===== config.mk =====
export PLATFORM = sky130hd
export DESIGN_NAME = uart_tx_ctrl
export DESIGN_NICKNAME = d
export VERILOG_FILES = /design/src/rtl/uart_tx_ctrl.sv
export SDC_FILE = /design/constraint.sdc
export NUM_CORES = 1
export LEC_CHECK = 0
export BUFFER_PORTS_ARGS = -buffer_cell sky130_fd_sc_hd__buf_2
export CAP_MARGIN = 5
export CORE_AREA = 2 2 112 114
export DETAILED_ROUTE_END_ITERATION = 7
export DIE_AREA = 0 0 114 116
export HOLD_SLACK_MARGIN = 0.05
export PLACE_DENSITY_LB_ADDON = 0.15
export SYNTH_ARGS = -nofsm -noshare
export SYNTH_HDL_FRONTEND = slang
export SYNTH_SLANG_ARGS = --single-unit

===== constraint.sdc =====
create_clock -name clk -period 2.7 [get_ports clk]
set_input_delay 0.27 -clock clk [delete_from_list [all_inputs] [get_ports clk]]
set_output_delay 0.27 -clock clk [all_outputs]
set_load 0.01 [all_outputs]

===== src/rtl/uart_tx_ctrl.sv =====
// rtl/uart_tx_ctrl.sv - memory-mapped UART transmitter with byte FIFO and programmable divisor
//
// Ports:
//   clk    in   1  system clock
//   reset  in   1  synchronous active-high reset
//   sel    in   1  bus select
//   we     in   1  write strobe, qualified by sel
//   addr   in   2  register index (0 DATA, 1 STATUS, 2 DIV, 3 reserved)
//   wdata  in  32  write data
//   rdata  out 32  registered read data, updated on every sel & !we cycle
//   txd    out  1  serial output, idle high, driven from a flop
//   busy   out  1  frame in progress or FIFO non-empty
module uart_tx_ctrl #(
    parameter int CLK_HZ = 50000000,
    parameter int BAUD   = 115200,
    parameter int DEPTH  = 4
) (
    input  logic        clk,
    input  logic        reset,
    input  logic        sel,
    input  logic        we,
    input  logic [1:0]  addr,
    input  logic [31:0] wdata,
    output logic [31:0] rdata,
    output logic        txd,
    output logic        busy
);

    localparam int PW = (DEPTH > 1) ? $clog2(DEPTH) : 1;
    localparam int CW = PW + 1;
    localparam int DIV_RAW = CLK_HZ / BAUD;
    localparam logic [15:0] DIV_RST = (DIV_RAW < 2) ? 16'd2 : 16'(DIV_RAW);

    localparam logic [1:0] A_DATA   = 2'd0;
    localparam logic [1:0] A_STATUS = 2'd1;
    localparam logic [1:0] A_DIV    = 2'd2;

    typedef enum logic [1:0] {
        S_IDLE,
        S_START,
        S_DATA,
        S_STOP
    } state_t;

    // FIFO storage and pointers; pointers wrap naturally because DEPTH is a power of two
    logic [7:0]    mem_q [DEPTH];
    logic [PW-1:0] wr_ptr_q;
    logic [PW-1:0] rd_ptr_q;
    logic [CW-1:0] count_q;
    logic [CW-1:0] count_d;

    // Register file
    logic [15:0]   div_q;
    logic          overflow_q;
    logic [31:0]   rdata_q;

    // Transmit FSM
    state_t        state_q;
    logic [7:0]    shift_q;
    logic [2:0]    bit_idx_q;
    logic [15:0]   baud_cnt_q;
    logic [15:0]   frame_div_q;
    logic          txd_q;

    logic          full;
    logic          empty;
    logic          data_wr;
    logic          push;
    logic          pop;
    logic [31:0]   count_ext;
    logic [2:0]    count_sat;
    logic [31:0]   status_word;

    assign full    = (count_q == CW'(DEPTH));
    assign empty   = (count_q == '0);
    assign data_wr = sel && we && (addr == A_DATA);
    assign push    = data_wr && !full;
    // The FSM takes the head the same cycle it leaves IDLE
    assign pop     = (state_q == S_IDLE) && !empty;

    assign count_ext   = 32'(count_q);
    assign count_sat   = (count_ext > 32'd7) ? 3'd7 : count_ext[2:0];
    assign status_word = {25'd0, count_sat, overflow_q, (state_q != S_IDLE), empty, full};

    always_comb begin
        count_d = count_q;
        if (push && !pop) begin
            count_d = count_q + CW'(1);
        end else if (pop && !push) begin
            count_d = count_q - CW'(1);
        end
    end

    // FIFO data array carries no reset; emptiness is tracked by count_q alone
    always_ff @(posedge clk) begin
        if (push) begin
            mem_q[wr_ptr_q] <= wdata[7:0];
        end
    end

    always_ff @(posedge clk) begin
        if (reset) begin
            wr_ptr_q <= '0;
            rd_ptr_q <= '0;
            count_q  <= '0;
        end else begin
            if (push) begin
                wr_ptr_q <= wr_ptr_q + PW'(1);
            end
            if (pop) begin
                rd_ptr_q <= rd_ptr_q + PW'(1);
            end
            count_q <= count_d;
        end
    end

    // Bus registers: divisor, sticky overflow, registered read data
    always_ff @(posedge clk) begin
        if (reset) begin
            div_q      <= DIV_RST;
            overflow_q <= 1'b0;
            rdata_q    <= '0;
        end else begin
            if (sel && we && (addr == A_DIV)) begin
                div_q <= (wdata[15:0] < 16'd2) ? 16'd2 : wdata[15:0];
            end

            if (data_wr && full) begin
                overflow_q <= 1'b1;
            end else if (sel && we && (addr == A_STATUS)) begin
                overflow_q <= 1'b0;
            end

            if (sel && !we) begin
                case (addr)
                    A_STATUS: rdata_q <= status_word;
                    A_DIV:    rdata_q <= {16'd0, div_q};
                    default:  rdata_q <= '0;
                endcase
            end
        end
    end

    // Frame sequencer. frame_div_q is latched at frame start so DIV writes
    // only take effect on the following frame. txd_q is loaded with the level
    // of the state being entered so the pin changes on the same edge as state.
    always_ff @(posedge clk) begin
        if (reset) begin
            state_q     <= S_IDLE;
            shift_q     <= '0;
            bit_idx_q   <= '0;
            baud_cnt_q  <= '0;
            frame_div_q <= DIV_RST;
            txd_q       <= 1'b1;
        end else begin
            case (state_q)
                S_IDLE: begin
                    txd_q <= 1'b1;
                    if (!empty) begin
                        shift_q     <= mem_q[rd_ptr_q];
                        frame_div_q <= div_q;
                        baud_cnt_q  <= div_q - 16'd1;
                        bit_idx_q   <= '0;
                        txd_q       <= 1'b0;
                        state_q     <= S_START;
                    end
                end

                S_START: begin
                    if (baud_cnt_q == 16'd0) begin
                        baud_cnt_q <= frame_div_q - 16'd1;
                        bit_idx_q  <= '0;
                        txd_q      <= shift_q[0];
                        state_q    <= S_DATA;
                    end else begin
                        baud_cnt_q <= baud_cnt_q - 16'd1;
                    end
                end

                S_DATA: begin
                    if (baud_cnt_q == 16'd0) begin
                        baud_cnt_q <= frame_div_q - 16'd1;
                        if (bit_idx_q == 3'd7) begin
                            txd_q   <= 1'b1;
                            state_q <= S_STOP;
                        end else begin
                            shift_q   <= {1'b0, shift_q[7:1]};
                            bit_idx_q <= bit_idx_q + 3'd1;
                            txd_q     <= shift_q[1];
                        end
                    end else begin
                        baud_cnt_q <= baud_cnt_q - 16'd1;
                    end
                end

                S_STOP: begin
                    if (baud_cnt_q == 16'd0) begin
                        txd_q   <= 1'b1;
                        state_q <= S_IDLE;
                    end else begin
                        baud_cnt_q <= baud_cnt_q - 16'd1;
                    end
                end

                default: begin
                    txd_q   <= 1'b1;
                    state_q <= S_IDLE;
                end
            endcase
        end
    end

    assign rdata = rdata_q;
    assign txd   = txd_q;
    assign busy  = (state_q != S_IDLE) || !empty;

endmodule


Word level (Yosys, flattened, before mapping)
Memory sizes are Yosys's and may differ from the RTL's. A register that Yosys moved wholly into a read port is not among the register bits. Cells that the tools add are included.

Register bits: 102. Logic and storage cells: 106. Output and inout bits: 34. RAM bits: 32. Memories: 1. Bits of input ports: 38.

Memory list: mem_q (words 4, bits a word 8, rd ports 1, clocked after Yosys merged registers in 1, wr ports 1, RTL line 46) `logic [7:0] mem_q [DEPTH];`.

Order comparisons: 2. Bitwise operators: 1. Reduce and logical (&&, ||, !) cells: 32. Eq/ne operators: 14. $add $sub $neg: 8. Mux-type cells: 36.

Operators with widths (number): 2-to-1 mux 16 bit (4); case mux 16 bit (3 select lines) (1); subtractor 16 x 1 -> 16 bit (second input constant) (3); case mux 16 bit (2 select lines) (1); 2-to-1 mux 8 bit (3); 2-to-1 mux 3 bit (7); logical NOT 16 bit (1); less-than comparator 16 x 2 -> 1 bit (second input constant) (1); case mux 8 bit (2 select lines) (1); 2-to-1 mux 2 bit (7); != test 2 bit (second input constant) (7); logical AND 1 bit (10); AND reduction 5 bit (2); 2-to-1 mux 1 bit (9); case mux 3 bit (3 select lines) (1); case mux 2 bit (4 select lines) (1); nonzero test 2 bit (4); adder 3 x 1 -> 3 bit (second input constant) (2); equality test 2 bit (second input constant) (3); equality test 3 bit (second input constant) (2); logical NOT 1 bit (5); adder 2 x 1 -> 2 bit (second input constant) (2); equality test 2 x 1 -> 1 bit (second input constant) (2); logical NOT 2 bit (2); 11 further kinds (12).

Longest topological paths before layout
Depth after elaboration: 7. Mapped depth: 13. Gate-level depth less buffers: 11.

Least setup slack after synthesis
OpenSTA, ideal clock, no wires.

Path type: reg-to-reg. Start point: reg state_q[0]. End point: reg count_q[2]. Period minus slack after synthesis: 2.679 ns. Stages on the path, launching flop included: 14. Setup time: 0.070 ns. Data required time: 2.630 ns. Setup slack: 0.021 ns. Data arrival time: 2.609 ns. Cells stage by stage: dfxtp_1 > inv_1 > ha_1 > clkbuf_1 > clkinv_1 > nor2_1 > inv_1 > clkbuf_1 > ha_1 > inv_1 > fa_1 > xor2_1 > or3_1 > a21oi_1.

Word-level cells in the longest chain between the ends: 5. Elaborated cells between the ends (all ways): 7.

RTL lines: start: declaration (RTL line 58) `state_t state_q;`; start signal: assignment (RTL line 149) `state_q <= S_IDLE;`; start signal: assignment (RTL line 165) `state_q <= S_START;`; start signal: assignment (RTL line 174) `state_q <= S_DATA;`; logical NOT 2 bit (*) (RTL line 79) `assign pop = (state_q == S_IDLE) && !empty;`; logical AND 1 bit (*) (RTL line 79); logical NOT 1 bit (RTL line 87) `if (push && !pop) begin`; logical AND 1 bit (RTL line 87); 2-to-1 mux 3 bit / nonzero test 2 bit (equally long branches); end signal: assignment (RTL line 113) `count_q <= count_d;`; end: declaration (RTL line 49) `logic [CW-1:0] count_q;`.

Every way passes the cells marked *; elsewhere a longest branch is shown, timed or not. A chain may end at the register's enable or synchronous reset.

Final worst setup path
Start point: reg baud_cnt_q[0]. End point: reg baud_cnt_q[0].

Word-level cells in the longest chain between the ends: 3. Elaborated cells between the ends (all ways): 7.

RTL lines: start: declaration (RTL line 61) `logic [15:0] baud_cnt_q;`; start signal: assignment (RTL line 162) `baud_cnt_q <= div_q - 16'd1;`; start signal: assignment (RTL line 171) `baud_cnt_q <= frame_div_q - 16'd1;`; start signal: assignment (RTL line 176) `baud_cnt_q <= baud_cnt_q - 16'd1;`; subtractor 16 x 1 -> 16 bit / logical NOT 16 bit (equally long branches); 2-to-1 mux 16 bit (tied with other cells) (RTL line 197) `if (baud_cnt_q == 16'd0) begin`; case mux 16 bit (3 select lines) / AND reduction 2 bit (equally long branches).

Several ways; a longest one is shown, not always the timed one. The select of a mux whose other input is x is not followed.

==> reports/summary.txt <==
CP max stage delay -> 0.49 ns
Slew Viols, Final -> 0
sw frac -> 40.52%
root buffer cell -> clkbuf_16
GP Congestion -> 0.8755
post-synthesis cell area -> 6207 um2
First DRT Iteration DRCs -> 366
H-tree depth -> 4
wire length per cell -> 17.33 um
clk sinks -> 120
status -> finished, final reports clean
Yosys top cell by area -> dfxtp_1
largest net degree at the start of global routing -> 74
Clk pwr share -> 26.1%
R2R setup slack -> 0.17 ns
RSZ-0062 raised after global routing -> no
r2r startpoint -> baud_cnt_q[0]$_SDFFE_PP0P_
DR DRC count -> 0
area post-placement -> 6506 um2
global-route usage over all layers -> 24.42%
# IOs -> 72
TNS Setup -> 0 ns
Multi-input gate area -> 3149 um2
top cell type's share of synthesized area -> 28.38%
Initial Util -> 52.11%
top post-synthesis cells by area -> dfxtp_1 28%, edfxtp_1 15%, nand2_1 5.8%
commonest non-fill, non-tap cell in the layout -> nand2_1
CP delay by family, top -> simple AND/OR/NAND/NOR gates
Hold Path Class -> in -> reg
crit share post-route -> 93.52%
Max Freq -> 0.3960 GHz
Hold Violations, Final -> 0
Final Cell Area -> 7038 um2
Reg area -> 2723 um2
CP required -> 3.01 ns
Post-layout nets -> 768
Worst Path Buf+Inv -> 1
combinational share of power -> 43.2%
worst r2r path cells -> 8
CTS tree -> yes
Synth Register Bits -> 120
Clock Tree Buf Depth -> 2
Pleak -> 2.620 nW
worst hold path depth -> 3
synth warn -> 0
sequential group share of total power -> 30.7%
Internal -> 0.004620 W
Final Util -> 59.09%
Rel. slew slack -> 44.04%
pwr/cell area -> 1104 nW/um2
Layout fillers -> 1062
1st-pass router iterations -> 7
syn_area_per_cell -> 9.182 um2
Net Sw Power -> 0.003147 W
async set or reset register ratio after synthesis -> 0%
RR Endpoint -> baud_cnt_q[0]$_SDFFE_PP0P_
register area share after synthesis -> 43.86%
clock slew at reported path FFs -> 0.06 ns
worst slew pin tran -> 0.8394 ns
CP Data Arrival Time -> 2.84 ns
Clock Latency Late Sink -> 0.42 ns
cts bufs inserted -> 17
EDFF count, synth -> 32
post-route ant nets -> 0
vias per cell -> 5.862
Final Skew -> 0.005602 ns
Distinct cells, synth -> 69
Cells after Synth -> 676
grt ovf -> 0
Worst Setup End Kind -> register
largest fanout on the critical path -> 12
core box area -> 11910 um2
most frequent cells in the layout -> 96 x nand2_1, 88 x dfxtp_1, 50 x a21oi_1, 50 x nor2_1, 39 x buf_2
layout cell share with drive strength beyond 1 -> 16.55%
Worst Hold Launch -> wdata[8]
Vias -> 5112
Post-DP HPWL -> 10520 um
initial antenna violation count -> 0
critical path class -> reg -> reg
peak supply drop -> 0.7676 mV
crit-path cells -> inv_1 -> ha_1 -> or4b_1 -> or3_4 -> o21ai_2 -> a21oi_1 -> a311o_1 -> a32o_1
Final setup viols -> 0
hold slack -> 0.09261 ns
diodes inserted -> 0
Max-Cap Viols -> 0
first-pass GRT wire length -> 25080 um
ys flop type -> dfxtp_1
synth-to-layout area growth -> 13.38%
CP Launch Type -> register
Hold EP -> div_q[8]$_SDFFE_PP1P_
Buffers on Ports -> 39
final WL -> 15120 um
final worst path period need -> 2.525 ns
CP max-delay cell -> or4b_1
die width -> 114 um
Core Rows -> 40
die area -> 13220 um2
vias in the first global route -> 4963
Die Span Y -> 116 um
Overall Power -> 0.007767 W
-- layout make-up --
cell class                 instances  share of cell area [%]
clock buffer                      18                   6.098
timing repair buffer              63                   5.333
clock inverter                    14                   1.458
multi-input combinational        490                   44.75
inverter                          20                   1.067
tap                              147                   2.613
sequential                       120                   38.68
-- metrics by stage --
step                      worst slack, ns  std cells
after floorplan                   0.02088        691
after global placement             0.2239        840
after detailed placement           0.2022        840
after CTS                          0.1928        872
after global routing            0.0002094        872
final                              0.1750        872
-- repair_timing --
| action | CTS | global route |
|---|---|---|
| buffers inserted | 0 | 0 |
| resized for setup | 0 | 1 |
| setup endpoints to repair | 0 | 1 |
| hold buffers | 0 | 0 |
-- worst max path at each step --
| stage | startpoint | endpoint | slack [ns] | cells after the start |
|---|---|---|---|---|
| 6_report | baud_cnt_q[0]$_SDFFE_PP0P_ | baud_cnt_q[0]$_SDFFE_PP0P_ | 0.17 | 8 |
| 2_1_floorplan | state_q[0]$_SDFFE_PP0P_ | count_q[2]$_SDFFE_PP0P_ | 0.02 | 13 |
| 3_3_place_gp | baud_cnt_q[0]$_SDFFE_PP0P_ | baud_cnt_q[0]$_SDFFE_PP0P_ | 0.22 | 8 |
| 5_1_grt | baud_cnt_q[0]$_SDFFE_PP0P_ | baud_cnt_q[7]$_SDFFE_PP0P_ | 0.0002 | 9 |
| 4_1_cts | baud_cnt_q[0]$_SDFFE_PP0P_ | baud_cnt_q[0]$_SDFFE_PP0P_ | 0.19 | 8 |
| 3_5_place_dp | baud_cnt_q[0]$_SDFFE_PP0P_ | baud_cnt_q[0]$_SDFFE_PP0P_ | 0.20 | 8 |
-- power groups by stage --
stage	logic (W)	clock network (W)	registers, W
floorplan	0.00256	0	0.00231
global placement	0.00323	0	0.00241
detailed placement	0.00329	0	0.00242
CTS	0.00332	0.00204	0.00238
global route	0.00371	0.00213	0.00243
finish	0.00336	0.00202	0.00238
-- synthesized netlist by cell type (all sizes together), types with 3 or more instances --
master  number
buf         22
nor4        14
clkbuf      39
o311ai       5
xnor2       23
or4          8
edfxtp      32
mux2i       13
a22o         7
nand2       96
ha          17
o31a         3
and2         9
o211ai       8
a22oi        9
a311o        4
nand4        4
dfxtp       88
a211oi      13
mux4         8
o31ai        5
nor2        52
a31oi        3
or3         12
o21ai       17
a21oi       51
nor3        19
xor2        14
nand3       30
inv         18
a221oi       3
-- flip-flops by register name, summed over array words and instances, names as in the netlist, 2 cells and up, named ones only --
name,count
frame_div_q,16
rdata,16
wr_ptr_q,2
baud_cnt_q,16
div_q,16
state_q,2
mem_q,32
shift_q,8
bit_idx_q,3
rd_ptr_q,2
count_q,3
-- routing by layer --
metal  vias to the layer above  track usage [%]  wire length (um)
met1                      2406            32.41              6628
met2                       196            38.97              7119
met3                        27            5.387              1065
met5                         -                0                 0
li1                       2483                -                 -
met4                         0            10.08               302
-- logic make-up after synthesis --
group	after synthesis	share of synthesized area, %
buf+inv	81	6.309
other cells	1	0.06041
mux	21	4.999
simple gates	257	20.30
xor+xnor	37	5.221
flops	120	43.86
compound gates	141	15.50
fa+ha+maj	18	3.749
-- worst reg2reg max path, cell delays in order, from the launching register on --
cell and delay (ns):
dfxtp_1 0.35, inv_1 0.07, ha_1 0.19, or4b_1 0.49, or3_4 0.47, o21ai_2 0.24
a21oi_1 0.10, a311o_1 0.31, a32o_1 0.19
(Power assumes the default switching activity.)
